--- config.mk ---
export PLATFORM = sky130hd
export DESIGN_NAME = pet_needs_core
export DESIGN_NICKNAME = d
export VERILOG_FILES = /design/src/rtl/pet_needs_core.sv
export SDC_FILE = /design/constraint.sdc
export NUM_CORES = 1
export LEC_CHECK = 0
export ABC_CLOCK_PERIOD_IN_PS = 2650
export CAP_MARGIN = 20
export CORE_ASPECT_RATIO = 0.75
export CORE_MARGIN = 3
export CORE_UTILIZATION = 45
export DETAILED_ROUTE_END_ITERATION = 10
export PLACE_DENSITY = 0.74
export SYNTH_ARGS = -nofsm -noshare
export SYNTH_HDL_FRONTEND = slang
export SYNTH_SLANG_ARGS = --single-unit
--- constraint.sdc ---
create_clock -name clk -period 2.65 [get_ports clk]
set_input_delay 0.3975 -clock clk [delete_from_list [all_inputs] [get_ports clk]]
set_output_delay 0.3975 -clock clk [all_outputs]
set_load 0.02 [all_outputs]
--- src/rtl/pet_needs_core.sv ---
// Pet needs core: NUM_NEEDS decaying need levels plus the pet mood/activity FSM (optional PET_AUTO_SLEEP_EN).
// Latency: levels update on the edge ending a tick cycle; state and low_led follow the levels one cycle later.
// Backpressure: none; action/wake pulses are accepted or ignored by state, never stalled.
module pet_needs_core #(
    parameter int NUM_NEEDS   = 3,
    parameter int LEVEL_W     = 3,
    parameter int TICK_DIV    = 50000000,
    parameter int DECAY_TICKS = 10,
    parameter int LOW_TH      = 2,
    parameter int REFILL      = 3,
    parameter int ACT_TICKS   = 2
) (
    input  logic                           clk,
    input  logic                           rst,
    input  logic [NUM_NEEDS-1:0]           action,
    input  logic                           btn_awake,
    input  logic                           giro,
    input  logic                           test_mode,
    input  logic                           test_step,
    output logic [3:0]                     state,
    output logic [NUM_NEEDS*LEVEL_W-1:0]   levels,
    output logic [NUM_NEEDS-1:0]           low_led,
    output logic                           tick
);

    localparam logic [LEVEL_W-1:0] MAX = '1;
    localparam int PW = (TICK_DIV > 1) ? $clog2(TICK_DIV) : 1;
    localparam int DW = (DECAY_TICKS > 1) ? $clog2(DECAY_TICKS) : 1;
    localparam int AW = (ACT_TICKS > 1) ? $clog2(ACT_TICKS) : 1;

    typedef enum logic [3:0] {
        HAPPY = 4'd0,
        NEEDY = 4'd1,
        SLEEP = 4'd2,
        SICK  = 4'd5,
        ACT   = 4'd8
    } mode_t;

    mode_t              mode_q, mode_d, cls;
    logic [2:0]         need_q, need_d;
    logic [AW-1:0]      act_cnt_q, act_cnt_d;
    logic               refill_vld;
    logic               act_any;
    logic [2:0]         act_idx;
    logic               any_zero, any_low;
    logic [PW-1:0]      pre_cnt;
    logic [LEVEL_W-1:0] lvl [NUM_NEEDS];

    function automatic logic [LEVEL_W-1:0] refill_add(input logic [LEVEL_W-1:0] lv);
        int s;
        s = int'(lv) + REFILL;
        if (s > int'(MAX)) s = int'(MAX);
        return LEVEL_W'(s);
    endfunction

    function automatic logic is_low(input logic [LEVEL_W-1:0] lv);
        return int'(lv) <= LOW_TH;
    endfunction

    // Prescaler holds its count in test mode so leaving test mode resumes the same phase.
    always_ff @(posedge clk or negedge rst) begin
        if (!rst) begin
            pre_cnt <= '0;
            tick    <= 1'b0;
        end else if (test_mode) begin
            tick <= test_step;
        end else begin
            tick    <= (pre_cnt == PW'(TICK_DIV - 1));
            pre_cnt <= (pre_cnt == PW'(TICK_DIV - 1)) ? '0 : pre_cnt + PW'(1);
        end
    end

    always_comb begin
        any_zero = 1'b0;
        any_low  = 1'b0;
        for (int k = 0; k < NUM_NEEDS; k++) begin
            if (lvl[k] == '0) any_zero = 1'b1;
            if (is_low(lvl[k])) any_low = 1'b1;
        end
        if (any_zero)     cls = SICK;
        else if (any_low) cls = NEEDY;
        else              cls = HAPPY;
    end

    // Lowest-numbered care action wins when several arrive together.
    always_comb begin
        act_any = 1'b0;
        act_idx = '0;
        for (int k = NUM_NEEDS - 1; k >= 1; k--) begin
            if (action[k]) begin
                act_any = 1'b1;
                act_idx = 3'(k);
            end
        end
    end

    always_comb begin
        mode_d     = mode_q;
        need_d     = need_q;
        act_cnt_d  = act_cnt_q;
        refill_vld = 1'b0;
        case (mode_q)
            ACT: begin
                if (tick) begin
                    if (act_cnt_q == AW'(ACT_TICKS - 1)) mode_d = cls;
                    else                                  act_cnt_d = act_cnt_q + AW'(1);
                end
            end
            SLEEP: begin
                if (btn_awake || giro || lvl[0] == MAX) mode_d = cls;
            end
            default: begin
                if (action[0]) begin
                    mode_d = SLEEP;
                end else if (act_any) begin
                    mode_d     = ACT;
                    need_d     = act_idx;
                    act_cnt_d  = '0;
                    refill_vld = 1'b1;
                end
`ifdef PET_AUTO_SLEEP_EN
                else if (lvl[0] == '0) begin
                    mode_d = SLEEP;
                end
`endif
                else begin
                    mode_d = cls;
                end
            end
        endcase
    end

    always_ff @(posedge clk or negedge rst) begin
        if (!rst) begin
            mode_q    <= HAPPY;
            need_q    <= '0;
            act_cnt_q <= '0;
        end else begin
            mode_q    <= mode_d;
            need_q    <= need_d;
            act_cnt_q <= act_cnt_d;
        end
    end

    assign state = (mode_q == ACT) ? (4'd8 + {1'b0, need_q}) : mode_q;

    for (genvar g = 0; g < NUM_NEEDS; g++) begin : g_need
        logic [LEVEL_W-1:0] lvl_q;
        logic [LEVEL_W-1:0] step_lvl;
        logic [DW-1:0]      dcnt_q;
        logic               low_q;
        logic               held, wrap, refill_here;

        assign held        = (mode_q == ACT) && (need_q == 3'(g));
        assign wrap        = tick && !held && (dcnt_q == DW'(DECAY_TICKS - 1));
        assign refill_here = refill_vld && (act_idx == 3'(g));

        // Energy recovers while asleep; every other case decays.
        always_comb begin
            step_lvl = lvl_q;
            if (g == 0 && mode_q == SLEEP) begin
                if (lvl_q != MAX) step_lvl = lvl_q + LEVEL_W'(1);
            end else if (lvl_q != '0) begin
                step_lvl = lvl_q - LEVEL_W'(1);
            end
        end

        always_ff @(posedge clk or negedge rst) begin
            if (!rst) begin
                lvl_q  <= MAX;
                dcnt_q <= '0;
                low_q  <= 1'b0;
            end else begin
                if (tick && !held) dcnt_q <= wrap ? '0 : dcnt_q + DW'(1);
                if (refill_here) lvl_q <= refill_add(lvl_q);
                else if (wrap)   lvl_q <= step_lvl;
                low_q <= is_low(lvl_q);
            end
        end

        assign lvl[g]                         = lvl_q;
        assign levels[g*LEVEL_W +: LEVEL_W]   = lvl_q;
        assign low_led[g]                     = low_q;
    end

endmodule

-- Word level (Yosys, flattened, before mapping)
Index checks and enable logic that the tools add are counted.
- register bits: 59
- latch bits: 0
- RAM bits: 0
- bits in read-only memories: 0
- input bits: 9
- output and inout port bits: 17
- logic and storage cells: 138
- memories: 0
- add/subtract/negate cells: 13
- $mul: 0
- divide/modulo/power cells: 0
- magnitude comparators: 6
- equality and inequality tests: 17
- shifts and indexed selects: 0
- muxes and demuxes: 46
- bitwise operators: 3
- reductions and logical operators: 39
- operators by type and width (operator ; number):
    3-bit 2-to-1 mux ; 16
    4-bit 2-to-1 mux ; 9
    26-bit by 1-bit adder with 26-bit output (second input constant) ; 1
    26-bit equality test (second input constant) ; 1
    26-bit 2-to-1 mux ; 1
    1-bit 2-to-1 mux ; 17
    4-bit equality test (second input constant) ; 4
    3-bit zero test ; 5
    3-bit by 2-bit adder with 4-bit output (second input constant) ; 3
    4-bit by 1-bit adder with 4-bit output (second input constant) ; 3
    4-bit by 3-bit greater-than comparator with 1-bit output (second input constant) ; 3
    1-bit logical AND ; 12
    2-bit nonzero test ; 6
    3-bit nonzero test ; 4
    3-bit by 2-bit <= comparator with 1-bit output (second input constant) ; 3
    3-bit AND reduction ; 3
    3-bit by 1-bit subtractor with 3-bit output (second input constant) ; 3
    4-bit case mux with 2 select lines ; 1
    3-bit by 1-bit equality test with 1-bit output (second input constant) ; 2
    3-bit by 2-bit equality test with 1-bit output (second input constant) ; 2
    2-bit inequality test (second input constant) ; 3
    4-bit by 3-bit adder with 4-bit output (first input constant) ; 1
    4-bit by 2-bit equality test with 1-bit output (second input constant) ; 1
    2-bit AND reduction ; 2
    13 further kinds ; 18

-- Logic depth before layout (Yosys ltp)
Gate-level depths: netlist of run 1.
- word-level depth: 9
- depth in mapped cells: 7
- mapped depth without buffers: 7

-- Worst setup path before layout of run 1
OpenSTA, ideal clock, no wires.
- path kind: register -> register
- from: register g_need[0].lvl_q[0]
- to: register g_need[0].lvl_q[1]
- setup time: 0.082 ns
- arrival: 1.834 ns
- data required time: 2.568 ns
- slack: 0.734 ns
- cell stages (with the launch flop): 7
- buffers on the path: 0
- clock period less this slack: 1.916 ns
- cell sequence: dfstp_2 inv_1 ha_1 nand2b_1 mux2i_1 or4_4 mux2_4
- word-level cells in the longest chain between the ends: 5
- elaborated cells between the ends (all ways): 15
- those cells by class: 3 x add/sub; 1 x order compare; 2 x eq/ne; 6 x mux; 3 x reduce/logical
- ends and longest elaborated chain (item ; line ; source):
    start: declaration ; 148 ; logic [LEVEL_W-1:0] lvl_q;
    start signal: assignment ; 175 ; if (refill_here) lvl_q <= refill_add(lvl_q);
    start signal: assignment ; 176 ; else if (wrap) lvl_q <= step_lvl;
    parallel branches: the longest is 5 deep, another holds 3-bit by 2-bit adder with 4-bit output ; n/a ;
Parallel ways; which one is timed is not known. The select of a mux whose other input is x is not followed.
A chain may end at the register's enable or synchronous reset.

-- Worst setup path in the final report of run 1
- from: register mode_q[0]
- to: output port state[1]
- word-level cells in the longest chain between the ends: 2
- ends and longest elaborated chain (item ; line ; source):
    start: declaration ; 39 ; mode_t mode_q, mode_d, cls;
    start signal: assignment ; 139 ; mode_q <= mode_d;
    4-bit equality test ; 145 ; assign state = (mode_q == ACT) ? (4'd8 + {1'b0, need_q}) : mode_q;
    4-bit 2-to-1 mux ; 145 ;
    end: declaration ; 20 ; output logic [3:0] state,
No other way between the ends.

==> results of run 1 <==
## timing repair
action | CTS | global route
hold endpoints to repair | 4 | 0
resized for setup | 1 | 2
hold buffers | 1 | 0
setup endpoints to repair | 2 | 2
## final cells by class
| class | count | area, um2 | area share [%] |
|---|---|---|---|
| clock buffer | 13 | 148.9 | 3.846 |
| clock inverter | 3 | 65.06 | 1.681 |
| inverter | 20 | 75.07 | 1.939 |
| multi-input combinational | 245 | 1702 | 43.96 |
| sequential | 58 | 1463 | 37.78 |
| tap | 98 | 122.6 | 3.167 |
| timing repair buffer | 31 | 295.3 | 7.628 |
## routing by layer
layer	wire (um)	vias up	global-route usage, %
li1	-	1228	-
met5	0	-	0
met2	2802	37	23.94
met1	3421	1199	24.53
met3	224	5	5.221
met4	60	0	3.539
## logic make-up (layout without fill, tap and decap cells)
logic type / count (synthesis) / after routing
flops: 58 / 58
simple gates: 136 / 136
mux: 5 / 5
xor+xnor: 26 / 26
compound gates: 61 / 61
buf+inv: 33 / 67
fa+ha+maj: 17 / 17
## cell usage after synthesis (6+ instances only)
| cell | instances | area share [%] |
|---|---|---|
| a21o_1 | 7 | 1.6 |
| nor3_1 | 12 | 1.8 |
| dfrtp_1 | 49 | 37 |
| clkbuf_1 | 6 | 0.68 |
| nand2_1 | 34 | 3.9 |
| nand3_1 | 6 | 0.91 |
| xor2_1 | 11 | 2.9 |
| dfstp_2 | 9 | 7.2 |
| xnor2_1 | 15 | 4.0 |
| nand4_1 | 7 | 1.3 |
| nor2_1 | 31 | 3.5 |
| ha_1 | 16 | 6.1 |
| inv_1 | 20 | 2.3 |
| o21ai_0 | 17 | 2.6 |
| a21oi_1 | 15 | 2.3 |
| nand2b_1 | 7 | 1.3 |
## through the flow
stage	worst slack [ps]	cell area, um2
after global routing	-7.387	3871
final	94.30	3871
after CTS	18.73	3862
after global placement	328.4	3633
after detailed placement	247.1	3633
after floorplan	734.0	3302
## worst register-to-register path, delay by kind of cell (launching register included)
| family | cells | cell delay [ps] |
|---|---|---|
| flops | 1 | 580 |
| compound gates | 3 | 820 |
| simple gates | 2 | 690 |
## flip-flops by register name, indices dropped and copies added (netlist names)
| signal | flops |
|---|---|
| mode_q | 4 |
| act_cnt_q | 1 |
| tick | 1 |
| need_q | 2 |
| g_need.dcnt_q | 12 |
| pre_cnt | 26 |
| g_need.low_q | 3 |
| g_need.lvl_q | 9 |
## power breakdown
part | switching [mW] | internal [mW] | leakage [nW]
clock | 0.342 | 0.555 | 0.108
combinational | 0.638 | 0.589 | 0.909
sequential | 0.326 | 1.15 | 0.714
## worst paths after layout
kind | endpoint | slack [ps]
worst min-delay path | g_need[0].low_q | 450
min in group clk | g_need[0].dcnt_q[3] | 480
max in group asynchronous | pre_cnt[19] | 1320
worst max-delay path | state[1] | 90
worst min register to register | g_need[0].dcnt_q[3] | 480
worst max register to register | g_need[2].dcnt_q[3] | 450
==> results.md, run 1 <==
* Crit share post-route at between 90% and 100%
* Max_cap viols at 0
* Final cell count without fillers at between 400 and 500
* Root buffer cell: clkbuf_8
* Yosys reg bits at just under 60
* Clk slew on worst S/H paths at 70 ps
* Clock tree from TritonCTS: done
* Mux share of post-synthesis cell area at around 1.8%
* Pwr Total at 3.602 mW
* Post-DR vias/cell at ~5.3
* Port Buf Inserts at 25
* EDFF count, synth at 0
* Total CTS buffers at 9
* # IOs at 26
* Syn Inst Count at 336
* H-tree level count at 3
* Ys Warns at 0
* Initial drt markers at roughly 120
* Estimated wirelength of the detail-placed design at ~4.7 mm
* Worst path buffer plus inverter count at 1
* Die Height at between 80 and 90 um
* Worst setup path class: reg -> out
* WL/cell at approximately 14 um
* Core Footprint at ~7000 um2
* Routability cong. at 0.8405
* Critical path depth at 4
* Post-placement cell count at approximately 450
* Synth Area in Compound Gates at about an eighth
* Number of antenna violations at the first check in global routing at 0
* First-pass GRT wire length at 11.16 mm
* Power Dens Cells at between 900 and 1000 nW/um2
* Ys flop type: dfrtp_1
* Mapped cell area at between 3000 and 4000 um2
* Clk_lat worst skew at between 300 and 400 ps
* Worst path slowest cell: clkdlybuf4s50_1
* Leakage power at around 1.7 nW
* Synth-to-Final Area Change at 17.24%
* Syn Nets at between 300 and 400
* Final WL at around 6.5 mm
* DRC viols at 0
* CP max FO at 5
* Most frequent cells in the layout: dfrtp_1, nand2_1, nor2_1, clkdlybuf4s50_1, inv_1
* Asr flop ratio synth at 100.0%
* Status: completed
* Number of global-route vias before repair at approximately 2300
* Worst flop-to-flop path startpoint: mode_q[3]
* Largest net degree at the start of global routing at between 50 and 60
* Setup_tns at 0 ps
* Routed vias at around 2500
* GRT Residual Overflow at 0
* Crit path from: mode_q[0]
* Synth Area in Simple Gates at approximately 23%
* Initial core utilization at a little under half
* Count of pins over their slew limit at 0
* Std-Cell Rows at 26
* Worst-path cell chain: or2_2, nor3b_4, a21o_1, clkdlybuf4s50_1
* Relative slew margins at approximately half
* Sequential area share after synthesis at 44.30%
* Crit. End Element: primary output
* Type of the most critical hold path: in -> async
* XOR/XNOR Fraction of Synth Area at under 10%
* Clock Sink Count at slightly below 60
* Startpoint type of the worst setup path: register
* Finished Core Util at a little under three fifths
* Min cycle time layout at 2556 ps
* Commonest non-fill, non-tap cell in the layout: dfrtp_1
* Arrival time at the worst endpoint at around 2200 ps
* Inserted Diodes at 0
* Family with the most delay on the worst path: simple AND/OR/NAND/NOR gates
* Cells on worst reg2reg path at 5
* Crit path required time at ~2300 ps
* Final Setup Violations at 0
* Die area at 8412 um2
* Fin. Hold Viols at 0
* Final hold slack at between 400 and 500 ps
* Chip Width at 104.9 um
* Number of distinct library cells after synthesis at 57
* Final Net Count at about 400
* Fraction of layout cells with a size suffix above 1 at 12.97%
* Worst VDD drop at 490.1 uV
* Clock buffer depth at 2
* CP max stage delay at ~590 ps
* Max Clock Freq at 0.3913 GHz
* Worst-Margin Slew at just over 700 ps
* 1st-pass router iterations at 4
* Largest family of logic cells by synthesized area: simple AND/OR/NAND/NOR gates
* Avg Cell Area, Syn at 9.827 um2
* Antenna-violating nets left at 0
* Post-CTS Setup Bufs at 0
* GRT Util Overall at around 17%
* Clk_skew at approximately 10 ps
* Synth Area in Adders at approximately 6.7%
* Fillers at about 630
Note: power is estimated with default switching activity, not from simulation.
==> inputs of run 2 (changes only) <==
--- a/config.mk
+++ b/config.mk
@@ -12,6 +12,7 @@
 export CORE_UTILIZATION = 45
 export DETAILED_ROUTE_END_ITERATION = 10
 export PLACE_DENSITY = 0.74
+export SLEW_MARGIN = 20
 export SYNTH_ARGS = -nofsm -noshare
 export SYNTH_HDL_FRONTEND = slang
 export SYNTH_SLANG_ARGS = --single-unit
==> results of run 2 <==
No change in the layout: final DEF, timing and power equal those of run 1.
==> inputs of run 3 (changes only) <==
--- a/config.mk
+++ b/config.mk
@@ -5,6 +5,7 @@
 export SDC_FILE = /design/constraint.sdc
 export NUM_CORES = 1
 export LEC_CHECK = 0
+export ABC_AREA = 1
 export ABC_CLOCK_PERIOD_IN_PS = 2650
 export CAP_MARGIN = 20
 export CORE_ASPECT_RATIO = 0.75
==> run 3 against run 2 <==
  * Via count up 29%
  * Total power up 5.0%
  * Worst hold slack better by 16 ps
  * Combinational power up 31%
  * Critical endpoint is now state[0]
  * Die area up 11%
==> results.md, run 3 <==
* Status: completed
* Fraction of layout cells with a size suffix above 1 at about a tenth
* Power Dens Cells at about 900 nW/um2
* Biggest register: pre_cnt
* Worst-Margin Slew at around 470 ps
* Mapped cell area at ~3700 um2
* Most frequent cells in the layout: nand2_1, inv_1, nor2_1, dfrtp_1, nand3_1
* Fillers at a little over 700
* Largest net degree at the start of global routing at 30
* EDFF count, synth at 0
* Startpoint type of the worst setup path: register
* Final WL at slightly above 8 mm
* Syn Inst Count at 500
* Antenna-violating nets left at 0
* Initial core utilization at about 48%
* Clock tree from TritonCTS: done
* Sequential area share after synthesis at a little under 40%
* Die Height at around 84 um
* Initial drt markers at approximately 170
* Worst setup path class: reg -> out
* # IOs at 26
* Post-CTS sizing at 0
* Routed vias at around 3200
* Ys Warns at 0
* Routability cong. at around 0.91
* Ranking of synthesized cells by area: dfrtp_1, nand2_1, inv_1
* Clk_lat worst skew at between 300 and 400 ps
* Number of antenna violations at the first check in global routing at 0
* Setup_tns at 0 ps
* Clk slew on worst S/H paths at 70 ps
* Estimated wirelength of the detail-placed design at roughly 6.4 mm
* Yosys reg bits at 58
* Die area at 9307 um2
* Crit share post-route at 89.83%
* Final Setup Violations at 0
* Crit path required time at ~2300 ps
* Post-DR vias/cell at ~5
* Avg Cell Area, Syn at ~7.4 um2
* First-pass GRT wire length at 14.26 mm
* Final Net Count at between 500 and 600
* Synth-to-Final Area Change at 14.25%
* Asr flop ratio synth at 100.0%
* Clock buffer depth at 2
* CP max FO at 8
* Max Clock Freq at about 0.42 GHz
* H-tree level count at 3
* Max_cap viols at 0
* 1st-pass router iterations at 5
* Clk_skew at ~16 ps
* Root buffer cell: clkbuf_8
* Total CTS buffers at 9
* GRT Residual Overflow at 0
* Clock Sink Count at just under 60
* Port Buf Inserts at 25
* Syn Nets at roughly 530
* Largest registers: pre_cnt: 26 flops, g_need.dcnt_q: 12 flops, g_need.lvl_q: 9 flops
* Leakage power at 2.086 nW
* DRC viols at 0
* Max reg flops at 26
* Top-count cell post-synth: nand2_1
* WL/cell at 12.90 um
* Arrival time at the worst endpoint at around 2000 ps
* RSZ-0062 raised after global routing: false
* Fin. Hold Viols at 0
* Most common library cells after synthesis: nand2_1, inv_1, nor2_1
* Crit. End Element: primary output
* Worst VDD drop at around 600 uV
* Type of the most critical hold path: in -> async
* Inserted Diodes at 0
* Hold Buf Count CTS at 1
* Share of the synthesized area in the top cell type at between 30% and 40%
* Core Footprint at 7635 um2
* Number of distinct library cells after synthesis at 36
* Chip Width at 110.4 um
* Commonest non-fill, non-tap cell in the layout: nand2_1
* Finished layout cell area at ~4200 um2
* Relative slew margins at roughly 69%
* Std-Cell Rows at 27
* Count of pins over their slew limit at 0
* Placed Area at 4028 um2
* Min cycle time layout at 2380 ps
* Number of global-route vias before repair at between 3000 and 4000
* Ys flop type: dfrtp_1
* GRT Util Overall at 18.66%
* Post-CTS Setup Bufs at 0
* Area leader, netlist: dfrtp_1
==> run 3: cell count changes after synthesis, moves of 6 or more <==
cell	change
nand3_1	+33
nand2b_1	-7
a21oi_1	-10
nor2_1	+37
nor3_1	-7
nor2_2	+6
inv_1	+63
xnor2_1	-14
nor2_4	+7
nand2_1	+91
==> run 3: kinds of logic after synthesis <==
logic type      share of synthesized area (%)
flops                                   39.76
fa+ha+maj                               5.986
compound gates                          6.258
buf+inv                                 9.898
mux                                    0.8164
xor+xnor                                2.857
simple gates                            34.42
==> run 3: metrics by stage <==
stage          util (%)  hold WS (ps)  setup slack, ps  power (mW)  instances
5_1_grt           55.05         488.8            137.8       4.120        638
4_1_cts           55.05         461.0            243.7       3.812        638
3_5_place_dp      52.75         297.3            539.5       3.084        621
2_1_floorplan         -         101.9             1014       2.570        500
3_3_place_gp      52.75         296.6            597.9       3.019        621
6_report          55.05         469.2            269.5       3.780        638
==> run 3: worst paths after layout <==
check                                      endpoint          startpoint  cells after the start  slack (ps)
worst max-delay path                       state[0]           mode_q[1]                      4         270
worst min-delay path            g_need[0].dcnt_q[0]                 rst                      2         470
worst max register to register           pre_cnt[5]          pre_cnt[1]                      8         930
worst min register to register   g_need[1].lvl_q[1]  g_need[1].lvl_q[1]                      2         490
max in group asynchronous        g_need[2].lvl_q[0]                 rst                      3        1470
min in group clk                 g_need[1].lvl_q[1]  g_need[1].lvl_q[1]                      2         490
==> run 3: worst max-delay path: stages (launching register included) <==
cell	delay (ps)
dfrtp_1	400
nor2_1	260
nand2_2	170
o21ai_0	180
clkdlybuf4s50_1	630
==> run 3: final cells by class <==
type / instances / area, um2 / area share, %
well taps: 101 / 126.4 / 3.007
multi-input cells: 349 / 1852 / 44.06
repair buffers: 29 / 277.8 / 6.609
flip-flops and latches: 58 / 1463 / 34.80
clock buffers: 12 / 145.1 / 3.453
clock inverters: 4 / 20.02 / 0.4763
inverters: 85 / 319.1 / 7.592
==> run 3: routing by layer <==
layer / part of all wire [%] / GRT usage [%] / vias up
met4: 1.0 / 5.481 / 0
li1: - / - / 1626
met1: 52 / 27.29 / 1479
met2: 43 / 27.53 / 69
met5: 0 / 0 / -
met3: 4.3 / 4.395 / 10
==> run 3: where the power goes <==
group	total (mW)	switching (mW)	internal (mW)
logic	1.61	0.972	0.639
registers	1.47	0.276	1.19
clock network	0.698	0.340	0.359
total	3.78	1.59	2.19
